===== src/rtl/de1_soc_st_packet_arbiter.sv =====
// rtl/de1_soc_st_packet_arbiter.sv - round-robin Avalon-ST packet arbiter with registered output stage
// Optional stall watchdog: define ST_ARB_WATCHDOG_EN
module de1_soc_st_packet_arbiter #(
  parameter int NUM_INPUTS     = 4,
  parameter int TIMEOUT_CYCLES = 256
) (
  input  logic                    clk,
  input  logic                    reset,
  input  logic [NUM_INPUTS-1:0]   in_valid,
  output logic [NUM_INPUTS-1:0]   in_ready,
  input  logic [8*NUM_INPUTS-1:0] in_data,
  input  logic [NUM_INPUTS-1:0]   in_startofpacket,
  input  logic [NUM_INPUTS-1:0]   in_endofpacket,
  output logic                    out_valid,
  input  logic                    out_ready,
  output logic [7:0]              out_data,
  output logic [7:0]              out_channel,
  output logic                    out_startofpacket,
  output logic                    out_endofpacket,
  output logic [NUM_INPUTS-1:0]   grant,
  output logic                    timeout_err
);

  localparam int IDX_W = $clog2(NUM_INPUTS);

  typedef enum logic {IDLE, PACKET} state_t;

  state_t                state_q, state_d;
  logic [NUM_INPUTS-1:0] grant_q, grant_d;
  logic [IDX_W-1:0]      cur_q, cur_d;
  logic [IDX_W-1:0]      last_q, last_d;
  logic                  out_valid_q, out_valid_d;
  logic [7:0]            out_data_q, out_data_d;
  logic [7:0]            out_channel_q, out_channel_d;
  logic                  out_sop_q, out_sop_d;
  logic                  out_eop_q, out_eop_d;

  logic [IDX_W-1:0]      cand;
  logic [IDX_W-1:0]      pick;
  logic                  found;
  logic                  accept;

`ifdef ST_ARB_WATCHDOG_EN
  localparam int CNT_W = $clog2(TIMEOUT_CYCLES + 1);
  logic [CNT_W-1:0]      stall_cnt_q, stall_cnt_d;
  logic                  timeout_err_q, timeout_err_d;
`else
  logic                  unused_timeout_cfg;
  assign unused_timeout_cfg = (TIMEOUT_CYCLES != 0);
`endif

  // Only the granted source sees ready, and only when the output register can take a beat
  assign in_ready = (!reset && state_q == PACKET && (!out_valid_q || out_ready)) ? grant_q : '0;
  assign accept   = |(in_valid & in_ready);

  // Round-robin search starting just after the source that finished last
  always_comb begin
    found = 1'b0;
    pick  = last_q;
    cand  = '0;
    for (int k = 1; k <= NUM_INPUTS; k++) begin
      cand = IDX_W'((int'(last_q) + k) % NUM_INPUTS);
      if (!found && in_valid[cand]) begin
        found = 1'b1;
        pick  = cand;
      end
    end
  end

  // Next-state: output register load/drain plus IDLE/PACKET sequencing
  always_comb begin
    state_d       = state_q;
    grant_d       = grant_q;
    cur_d         = cur_q;
    last_d        = last_q;
    out_valid_d   = out_valid_q;
    out_data_d    = out_data_q;
    out_channel_d = out_channel_q;
    out_sop_d     = out_sop_q;
    out_eop_d     = out_eop_q;
`ifdef ST_ARB_WATCHDOG_EN
    stall_cnt_d   = stall_cnt_q;
    timeout_err_d = timeout_err_q;
`endif

    if (accept) begin
      out_valid_d   = 1'b1;
      out_data_d    = in_data[{cur_q, 3'b000} +: 8];
      out_channel_d = 8'(cur_q);
      out_sop_d     = in_startofpacket[cur_q];
      out_eop_d     = in_endofpacket[cur_q];
    end else if (out_ready) begin
      out_valid_d   = 1'b0;
    end

    case (state_q)
      IDLE: begin
`ifdef ST_ARB_WATCHDOG_EN
        stall_cnt_d = '0;
`endif
        if (found) begin
          state_d = PACKET;
          cur_d   = pick;
          grant_d = NUM_INPUTS'(1) << pick;
        end
      end
      PACKET: begin
        if (accept) begin
`ifdef ST_ARB_WATCHDOG_EN
          stall_cnt_d = '0;
`endif
          if (in_endofpacket[cur_q]) begin
            state_d = IDLE;
            grant_d = '0;
            last_d  = cur_q;
          end
        end
`ifdef ST_ARB_WATCHDOG_EN
        else if (!in_valid[cur_q]) begin
          // Source went silent mid-packet: give up on it after the stall limit
          if (stall_cnt_q == CNT_W'(TIMEOUT_CYCLES - 1)) begin
            state_d       = IDLE;
            grant_d       = '0;
            last_d        = cur_q;
            timeout_err_d = 1'b1;
            stall_cnt_d   = '0;
          end else begin
            stall_cnt_d   = stall_cnt_q + 1'b1;
          end
        end
`endif
      end
    endcase
  end

  // State and output registers with synchronous reset
  always_ff @(posedge clk) begin
    if (reset) begin
      state_q       <= IDLE;
      grant_q       <= '0;
      cur_q         <= '0;
      last_q        <= IDX_W'(NUM_INPUTS - 1);
      out_valid_q   <= 1'b0;
      out_data_q    <= '0;
      out_channel_q <= '0;
      out_sop_q     <= 1'b0;
      out_eop_q     <= 1'b0;
`ifdef ST_ARB_WATCHDOG_EN
      stall_cnt_q   <= '0;
      timeout_err_q <= 1'b0;
`endif
    end else begin
      state_q       <= state_d;
      grant_q       <= grant_d;
      cur_q         <= cur_d;
      last_q        <= last_d;
      out_valid_q   <= out_valid_d;
      out_data_q    <= out_data_d;
      out_channel_q <= out_channel_d;
      out_sop_q     <= out_sop_d;
      out_eop_q     <= out_eop_d;
`ifdef ST_ARB_WATCHDOG_EN
      stall_cnt_q   <= stall_cnt_d;
      timeout_err_q <= timeout_err_d;
`endif
    end
  end

  assign grant             = grant_q;
  assign out_valid         = out_valid_q;
  assign out_data          = out_data_q;
  assign out_channel       = out_channel_q;
  assign out_startofpacket = out_sop_q;
  assign out_endofpacket   = out_eop_q;
`ifdef ST_ARB_WATCHDOG_EN
  assign timeout_err       = timeout_err_q;
`else
  assign timeout_err       = 1'b0;
`endif

endmodule


===== config.mk =====
export PLATFORM = sky130hd
export DESIGN_NAME = de1_soc_st_packet_arbiter
export DESIGN_NICKNAME = d
export VERILOG_FILES = /design/src/rtl/de1_soc_st_packet_arbiter.sv
export SDC_FILE = /design/constraint.sdc
export NUM_CORES = 1
export LEC_CHECK = 0
export ABC_AREA = 1
export BUFFER_PORTS_ARGS = -buffer_cell sky130_fd_sc_hd__buf_2
export CAP_MARGIN = 0
export CORE_AREA = 2 2 70 66
export CTS_BUF_LIST = sky130_fd_sc_hd__clkbuf_4 sky130_fd_sc_hd__clkbuf_8
export CTS_CLUSTER_SIZE = 28
export DETAILED_ROUTE_END_ITERATION = 12
export DIE_AREA = 0 0 72 68
export PLACE_DENSITY = 0.72
export SETUP_SLACK_MARGIN = 0.15
export SYNTH_ARGS = -nofsm -noshare
export SYNTH_HDL_FRONTEND = slang
export SYNTH_SLANG_ARGS = --single-unit

===== constraint.sdc =====
create_clock -name clk -period 4.67 [get_ports clk]
set_clock_uncertainty 0.2 [all_clocks]
set_input_delay 0.7005 -clock clk [delete_from_list [all_inputs] [get_ports clk]]
set_output_delay 0.7005 -clock clk [all_outputs]
set_load 0.01 [all_outputs]

==> flow_summary_export.csv, run 1 <==
group,metric,value,unit
layout,nets,351,
clock_tree,clkSinkCount,22,
detailed_routing,vias,1683,
timing,setup_viol,0,
setup_path,crit_type,"in -> reg",
logic_synthesis,ys_types,27,
run,max-cap-violations,0,
timing,period_needed,2.52,ns
setup_path,required,4.67,ns
detailed_routing,ant_nets,0,
setup_path,start_kind,"input port",
global_routing,grt_use_total,0.165,
layout,drive_gt1_frac,0.343,
clock_tree,postCtsResizedCells,0,
setup_path,path_max_fanout,20,
clock_tree,insertion_delay,0.26,ns
logic_synthesis,synth-async-reset-ratio,0,
timing,finalCritPeriodShare,0.540,
detailed_routing,dr.pass1.iters,4,
place,dp_slack,1.87,ns
global_routing,grt_pass1_vias,1479,
layout,num_antenna_cells,0,
floorplan,die_y,68,µm
logic_synthesis,ys_warn_count,0,
power_and_ir_drop,leakagePower,0.978,nW
global_routing,antenna_found_initial,0,
place,dp_hpwl,3070,µm
floorplan,core,0.00423,mm²
global_routing,grt_overflow_total,0,
power_and_ir_drop,pwr-share-clk,0.238,
setup_path,crit_path_start,"reset",
logic_synthesis,syn_avg_cell_area,6.42,µm²
logic_synthesis,ys_seq_area_frac,0.280,
power_and_ir_drop,power.share.switching,0.364,
timing,grt_setup_unrepaired,"no",
clock_tree,cts_hold_buf,0,
hold_path,hold_path_class,"reg -> reg",
hold_path,min_from,"out_endofpacket$_SDFFE_PP0P_",
logic_synthesis,synthMostInstantiatedCell,"nand2_1",
layout,final_util,0.456,
clock_tree,post_cts_buffers,0,
logic_synthesis,synth_edf_count,0,
floorplan,ioPinCount,75,
place,portBuffers,67,
timing,relSlewSlack,0.477,
setup_path,worstPathArrival,2.52,ns
clock_tree,htreeDepth,1,
setup_path,end_kind,"flip-flop",
layout,nFillCells,451,
floorplan,fp-row-count,23,
clock_tree,cts_tree,"yes",
clock_tree,cts_made_buffers,3,
layout,synthToLayoutAreaGrowth,22.6,%
global_routing,grt_max_degree,23,
power_and_ir_drop,comb_power_share,0.355,
logic_synthesis,synth_common_cells,"nand2_1 (50), nor2_1 (43), o21ai_0 (31)",
floorplan,dieArea,0.00490,mm²
timing,slew_violations,0,
timing,fmax,397,MHz
power_and_ir_drop,seq_power_share,0.407,
logic_synthesis,yosysTopAreaCellShare,0.280,
timing,tns,0,ns
detailed_routing,drt-initial-drc-count,87,
global_routing,grt_pass1_wl,6420,µm
timing,setup_ws,2.15,ns
detailed_routing,wirelength,3930,µm
floorplan,die-width,72,µm
power_and_ir_drop,internal-power,0.356,mW
detailed_routing,drc,0,
power_and_ir_drop,p_sw,0.203,mW
logic_synthesis,synthFlopType,"dfxtp_1",
logic_synthesis,syn_area,0.00157,mm²
logic_synthesis,ys_top_cells_by_area,"dfxtp_1 (28%), nand2_1 (12%), nor2_1 (10%)",
floorplan,initial_utilization,0.372,
timing,finalHoldViolCount,0,
place,gp_congestion,0.866,
detailed_routing,drt-vias-per-instance,4.77,
clock_tree,cts-root-buf,"clkbuf_8",
setup_path,r2r-start,"cur_q[0]$_SDFFE_PP0P_",
logic_synthesis,synthCells,245,
logic_synthesis,ys_ff_latch,22,
timing,worst_pin_slew,0.782,ns
power_and_ir_drop,powerDensity,290,mW/mm²
clock_tree,clk_pin_slew,0.07,ns
clock_tree,ctsLongestPathBuffers,2,
detailed_routing,wire_per_inst,11.1,µm
power_and_ir_drop,peakVddDrop,141,µV
logic_synthesis,yosysTopAreaCell,"dfxtp_1",
run_status,status,"complete, no violations",
-- cell usage in the layout (no fill, tap or decap), types with 5 or more instances in the layout --
cell type,instances
nand3_1,12
nand2_1,50
nor2_1,43
a21oi_1,8
nand2_2,10
buf_2,67
inv_1,12
nand2_4,8
o21ai_0,31
conb_1,7
a31oi_1,5
dfxtp_1,22
inv_2,5
-- power by group through the flow --
stage	clock network, mW	registers [mW]	logic (mW)
after detailed placement	0	0.232	0.198
after CTS	0.134	0.228	0.199
after floorplan	0	0.223	0.156
after global routing	0.143	0.231	0.225
after global placement	0	0.232	0.197
final	0.133	0.228	0.198
-- cells by family (layout without fill, tap and decap cells) --
logic type,Yosys count,count (layout),synth area share
AND/OR/NAND/NOR,129,129,0.397
AO/OA/AOI/OAI,56,56,0.200
buffers and inverters,37,89,0.121
flip-flops,22,22,0.280
other,1,7,0.00238
-- worst max-delay path: stages --
cell     delay, ns
buf_2         0.23
nor2_1        0.08
nand2_1       0.12
nor2_1        0.07
nand2_1       0.07
nand4_1       0.62
nand2_4       0.35
nand3_1       0.12
a21oi_2       0.14
-- through the flow --
stage	cells	hold slack (ns)	instance area, µm²	power (mW)
finish	353	0.263	1930	0.559
global route	353	0.278	1930	0.599
CTS	353	0.264	1930	0.562
detailed placement	349	0.252	1870	0.430
global placement	349	0.253	1870	0.429
floorplan	251	0.252	1600	0.380
-- worst paths after layout --
check | cells after the start | end | slack (ns)
max | 9 | grant[0]$_SDFFE_PP0P_ | 2.15
min | 2 | out_endofpacket$_SDFFE_PP0P_ | 0.26
max reg2reg | 6 | grant[0]$_SDFFE_PP0P_ | 2.39
min reg2reg | 2 | out_endofpacket$_SDFFE_PP0P_ | 0.26
-- final cells by class --
| class | count | area [µm²] | share of cell area |
|---|---|---|---|
| flip-flops and latches | 22 | 440 | 0.228 |
| inverters | 18 | 70.1 | 0.0363 |
| well taps | 50 | 62.6 | 0.0324 |
| multi-input cells | 192 | 965 | 0.500 |
| clock buffers | 4 | 55.1 | 0.0286 |
| repair buffers | 67 | 335 | 0.174 |
-- state kept, by name, indices dropped and copies added, names as in the netlist --
register and cells:
cur_q 2, grant 4, last_q 2, out_channel 2
out_data 8, out_endofpacket 1, out_startofpacket 1, out_valid 1
state_q 1
-- routing by layer --
metal,track usage,share of wire,up-vias
met5,0,0,-
met4,0.0566,0.012,0
met3,0.0280,0.069,5
met2,0.291,0.46,57
met1,0.205,0.45,726
li1,-,-,895
(Power assumes the default switching activity.)
==> inputs of run 2 (changes only) <==
--- a/config.mk
+++ b/config.mk
@@ -13,7 +13,7 @@
 export CTS_CLUSTER_SIZE = 28
 export DETAILED_ROUTE_END_ITERATION = 12
 export DIE_AREA = 0 0 72 68
-export PLACE_DENSITY = 0.72
+export PLACE_DENSITY = 0.74
 export SETUP_SLACK_MARGIN = 0.15
 export SYNTH_ARGS = -nofsm -noshare
 export SYNTH_HDL_FRONTEND = slang
==> constraint.sdc (replaced) <==
create_clock -name clk -period 2.22 [get_ports clk]
set_clock_uncertainty 0.2 [all_clocks]
set_input_delay 0.333 -clock clk [delete_from_list [all_inputs] [get_ports clk]]
set_output_delay 0.333 -clock clk [all_outputs]
set_load 0.01 [all_outputs]
==> flow_summary_export.csv, run 2 (synthesis gave the netlist of run 1 again) <==
group,metric,value,unit
run_status,status,"complete, no violations",
setup_path,r2r_slack,0.33,ns
floorplan,initial_utilization,0.372,
detailed_routing,wire_per_inst,10.9,µm
layout,final_cell_mix,"buf_2 (67), nand2_1 (50), nor2_1 (43), o21ai_0 (31), dfxtp_1 (22)",
layout,largest_reg_flops,8,
clock_tree,post_cts_buffers,0,
clock_tree,cts_tree,"yes",
layout,layout_commonest_cell,"buf_2",
setup_path,required,2.18,ns
layout,nFillCells,436,
timing,grt_setup_unrepaired,"no",
global_routing,grt_use_total,0.166,
power_and_ir_drop,leakagePower,1.00,nW
timing,worst_hold_slack,0.155,ns
floorplan,core,0.00423,mm²
clock_tree,ctsLongestPathBuffers,2,
place,portBuffers,67,
floorplan,die-width,72,µm
setup_path,end_kind,"flip-flop",
global_routing,grt_pass1_vias,1593,
setup_path,path_max_fanout,9,
timing,finalHoldViolCount,0,
place,gp_congestion,0.797,
clock_tree,htreeDepth,1,
detailed_routing,ant_nets,0,
floorplan,fp-row-count,23,
setup_path,worstPathArrival,1.85,ns
floorplan,die_y,68,µm
clock_tree,clkSinkCount,22,
layout,drive_gt1_frac,0.354,
power_and_ir_drop,peakVddDrop,344,µV
timing,period_needed,1.89,ns
layout,synthToLayoutAreaGrowth,25.0,%
clock_tree,postCtsResizedCells,0,
place,dp_hpwl,3110,µm
floorplan,ioPinCount,75,
timing,finalCritPeriodShare,0.852,
floorplan,dieArea,0.00490,mm²
detailed_routing,drc,0,
detailed_routing,drt-vias-per-instance,4.78,
layout,num_antenna_cells,0,
global_routing,grt_pass1_wl,6630,µm
run,max-cap-violations,0,
clock_tree,cts_made_buffers,3,
timing,setup_viol,0,
clock_tree,cts_hold_buf,0,
global_routing,antenna_found_initial,0,
detailed_routing,vias,1713,
power_and_ir_drop,powerDensity,609,mW/mm²
setup_path,start_kind,"flip-flop",
clock_tree,clk_pin_slew,0.08,ns
hold_path,hold_path_class,"in -> reg",
detailed_routing,drt-initial-drc-count,88,
clock_tree,cts-root-buf,"clkbuf_8",
global_routing,grt_overflow_total,0,
timing,fmax,529,MHz
detailed_routing,wirelength,3910,µm
clock_tree,insertion_delay,0.26,ns
setup_path,crit_type,"reg -> reg",
layout,nets,356,
global_routing,grt_max_degree,21,
timing,slew_violations,0,
detailed_routing,dr.pass1.iters,4,
timing,tns,0,ns
## run 2: cell count changes in the layout (fill, tap and decap cells not counted)
cell   previous run  this run
buf_4             0         5
## run 2: cell type report
cell class | instances | area, µm² | area share
inverter | 18 | 70.1 | 0.0356
tap | 50 | 62.6 | 0.0318
multi-input combinational | 192 | 965 | 0.491
sequential | 22 | 440 | 0.224
timing repair buffer | 72 | 373 | 0.190
clock buffer | 4 | 55.1 | 0.0280
## run 2: layer usage
layer	vias up	global-route usage	wire, µm
met4	0	0.0495	30
met5	-	0	0
met2	55	0.301	1830
met1	751	0.209	1850
li1	903	-	-
met3	4	0.0177	204
## run 2: worst paths after layout
check	to	from	cells past startpoint
setup / recovery	cur_q[0]$_SDFFE_PP0P_	last_q[1]$_SDFFE_PP1P_	11
hold reg to reg	out_data[3]$_SDFFE_PP0P_	out_data[3]$_SDFFE_PP0P_	2
setup reg to reg	cur_q[0]$_SDFFE_PP0P_	last_q[1]$_SDFFE_PP1P_	11
hold / removal	out_valid$_SDFFE_PP0P_	out_ready	4
## run 2: power by group
part	total [mW]	internal (mW)	switching, mW
combinational	0.456	0.174	0.282
clock	0.283	0.158	0.125
sequential	0.457	0.430	0.0278
total	1.20	0.762	0.435
## run 2: through the flow
stage	setup WS [ns]	instance area, µm²	util	power, mW	std cells
2_1_floorplan	0.602	1600	-	0.799	251
3_3_place_gp	0.381	1910	0.452	0.918	354
3_5_place_dp	0.319	1910	0.452	0.922	354
4_1_cts	0.328	1970	0.465	1.20	358
5_1_grt	0.185	1970	0.465	1.29	358
6_report	0.330	1970	0.465	1.20	358
## run 2: critical path, stage by stage, from the launching register on
cell     delay (ns)
dfxtp_1        0.57
inv_4          0.10
nand2_2        0.09
nand2_4        0.07
nand2_4        0.08
nand2_4        0.09
nor2_4         0.11
nand3_2        0.09
nand2_4        0.14
inv_2          0.04
o21ai_0        0.15
nor2_1         0.06
==> inputs of run 3 (changes only) <==
--- a/config.mk
+++ b/config.mk
@@ -13,7 +13,7 @@
 export CTS_CLUSTER_SIZE = 28
 export DETAILED_ROUTE_END_ITERATION = 12
 export DIE_AREA = 0 0 72 68
-export PLACE_DENSITY = 0.74
+export PLACE_DENSITY = 0.7
 export SETUP_SLACK_MARGIN = 0.15
 export SYNTH_ARGS = -nofsm -noshare
 export SYNTH_HDL_FRONTEND = slang
==> flow_summary_export.csv, run 3 (synthesis gave the netlist of run 1 again) <==
group,metric,value,unit
global_routing,grt_max_degree,21,
clock_tree,cts-root-buf,"clkbuf_8",
layout,nets,357,
clock_tree,clk_pin_slew,0.07,ns
power_and_ir_drop,internal-power,0.726,mW
setup_path,worstRegToRegCells,11,
clock_tree,cts_hold_buf,0,
floorplan,ioPinCount,75,
detailed_routing,ant_nets,0,
setup_path,worstPathArrival,1.80,ns
timing,worst_hold_slack,0.175,ns
power_and_ir_drop,powerDensity,588,mW/mm²
power_and_ir_drop,seq_power_share,0.396,
timing,finalCritPeriodShare,0.830,
detailed_routing,drt-initial-drc-count,54,
setup_path,end_kind,"flip-flop",
place,dp.cells,355,
floorplan,initial_utilization,0.372,
hold_path,min_to,"out_valid$_SDFFE_PP0P_",
floorplan,die-width,72,µm
clock_tree,cts_made_buffers,3,
clock_tree,insertion_delay,0.26,ns
layout,largest_reg_flops,8,
setup_path,crit_type,"reg -> reg",
timing,period_needed,1.84,ns
setup_path,r2r_slack,0.38,ns
layout,num_antenna_cells,0,
layout,final_cell_mix,"buf_2 (67), nand2_1 (50), nor2_1 (43), o21ai_0 (31), dfxtp_1 (22)",
place,portBuffers,67,
timing,finalHoldViolCount,0,
run,max-cap-violations,0,
power_and_ir_drop,p_sw,0.426,mW
power_and_ir_drop,leakagePower,1.00,nW
setup_path,path_max_fanout,9,
place,dp_hpwl,3100,µm
hold_path,hold_depth,4,
run_status,status,"complete, no violations",
timing,tns,0,ns
detailed_routing,dr.pass1.iters,4,
floorplan,fp-row-count,23,
hold_path,min_from,"out_ready",
setup_path,r2r-start,"last_q[0]$_SDFFE_PP1P_",
floorplan,die_y,68,µm
setup_path,required,2.18,ns
clock_tree,clkSinkCount,22,
place,dp_slack,0.327,ns
power_and_ir_drop,pwr-share-clk,0.209,
power_and_ir_drop,peakVddDrop,252,µV
timing,grt_setup_unrepaired,"no",
clock_tree,ctsLongestPathBuffers,2,
detailed_routing,drc,0,
power_and_ir_drop,comb_power_share,0.395,
setup_path,start_kind,"flip-flop",
clock_tree,htreeDepth,1,
clock_tree,post_cts_buffers,0,
layout,drive_gt1_frac,0.354,
clock_tree,postCtsResizedCells,0,
global_routing,antenna_found_initial,0,
place,gp_congestion,0.800,
global_routing,grt_pass1_vias,1473,
detailed_routing,drt-vias-per-instance,4.72,
timing,slew_violations,0,
hold_path,hold_path_class,"in -> reg",
timing,setup_ws,0.378,ns
floorplan,dieArea,0.00490,mm²
floorplan,core,0.00423,mm²
timing,setup_viol,0,
clock_tree,cts_tree,"yes",
layout,synthToLayoutAreaGrowth,24.6,%
global_routing,grt_pass1_wl,6360,µm
layout,instances_no_fill,358,
global_routing,grt_overflow_total,0,
timing,fmax,543,MHz
detailed_routing,wirelength,3880,µm
layout,nFillCells,433,
power_and_ir_drop,p_total,1.15,mW
detailed_routing,wire_per_inst,10.8,µm
global_routing,grt_use_total,0.162,
detailed_routing,vias,1690,
power_and_ir_drop,power.share.switching,0.370,
layout,layout_commonest_cell,"buf_2",
setup_path,rr_endpoint,"cur_q[1]$_SDFFE_PP0P_",
-- run 3: cell types whose count changed in the layout (fill, tap and decap cells not counted) --
cell      before  now
clkbuf_8       4    3
buf_4          5    6
-- run 3: power groups by stage --
| stage | clock network [mW] | registers (mW) | logic [mW] |
|---|---|---|---|
| floorplan | 0 | 0.470 | 0.329 |
| global placement | 0 | 0.466 | 0.455 |
| detailed placement | 0 | 0.466 | 0.458 |
| finish | 0.240 | 0.456 | 0.456 |
| CTS | 0.245 | 0.457 | 0.459 |
| global route | 0.260 | 0.463 | 0.517 |
-- run 3: layout make-up --
class	instances	area [µm²]	share of cell area
multi-input combinational	192	965	0.492
sequential	22	440	0.225
timing repair buffer	73	380	0.194
inverter	18	70.1	0.0358
tap	50	62.6	0.0319
clock buffer	3	41.3	0.0211
-- run 3: critical path, cell delays in order (launching register included) --
cell     delay, ns
dfxtp_1       0.45
inv_2         0.14
nand2_1       0.10
nand2_2       0.08
nand2_4       0.10
nand2_4       0.08
nor2_4        0.11
nand3_2       0.09
nand2_4       0.14
inv_2         0.04
o21ai_0       0.14
nor2_1        0.06
-- run 3: worst max path at each step --
stage,startpoint,to,slack [ns],cells after the start
4_1_cts,last_q[0]$_SDFFE_PP1P_,cur_q[1]$_SDFFE_PP0P_,0.37,11
6_report,last_q[0]$_SDFFE_PP1P_,cur_q[1]$_SDFFE_PP0P_,0.38,11
5_1_grt,last_q[0]$_SDFFE_PP1P_,cur_q[1]$_SDFFE_PP0P_,0.19,11
3_3_place_gp,reset,grant[0]$_SDFFE_PP0P_,0.38,10
3_5_place_dp,reset,last_q[0]$_SDFFE_PP1P_,0.33,10
2_1_floorplan,state_q$_SDFF_PP0_,grant[0]$_SDFFE_PP0P_,0.60,10
-- run 3: layer usage --
| layer | GRT usage | wire (µm) | vias to the layer above |
|---|---|---|---|
| met5 | 0 | 0 | - |
| met4 | 0.0425 | 34 | 0 |
| met3 | 0.0250 | 205 | 5 |
| met2 | 0.281 | 1860 | 50 |
| met1 | 0.212 | 1780 | 731 |
| li1 | - | - | 904 |
-- run 3: stage by stage --
stage	util	area [µm²]
2_1_floorplan	-	1600
3_3_place_gp	0.453	1920
3_5_place_dp	0.453	1920
4_1_cts	0.463	1960
5_1_grt	0.463	1960
6_report	0.463	1960
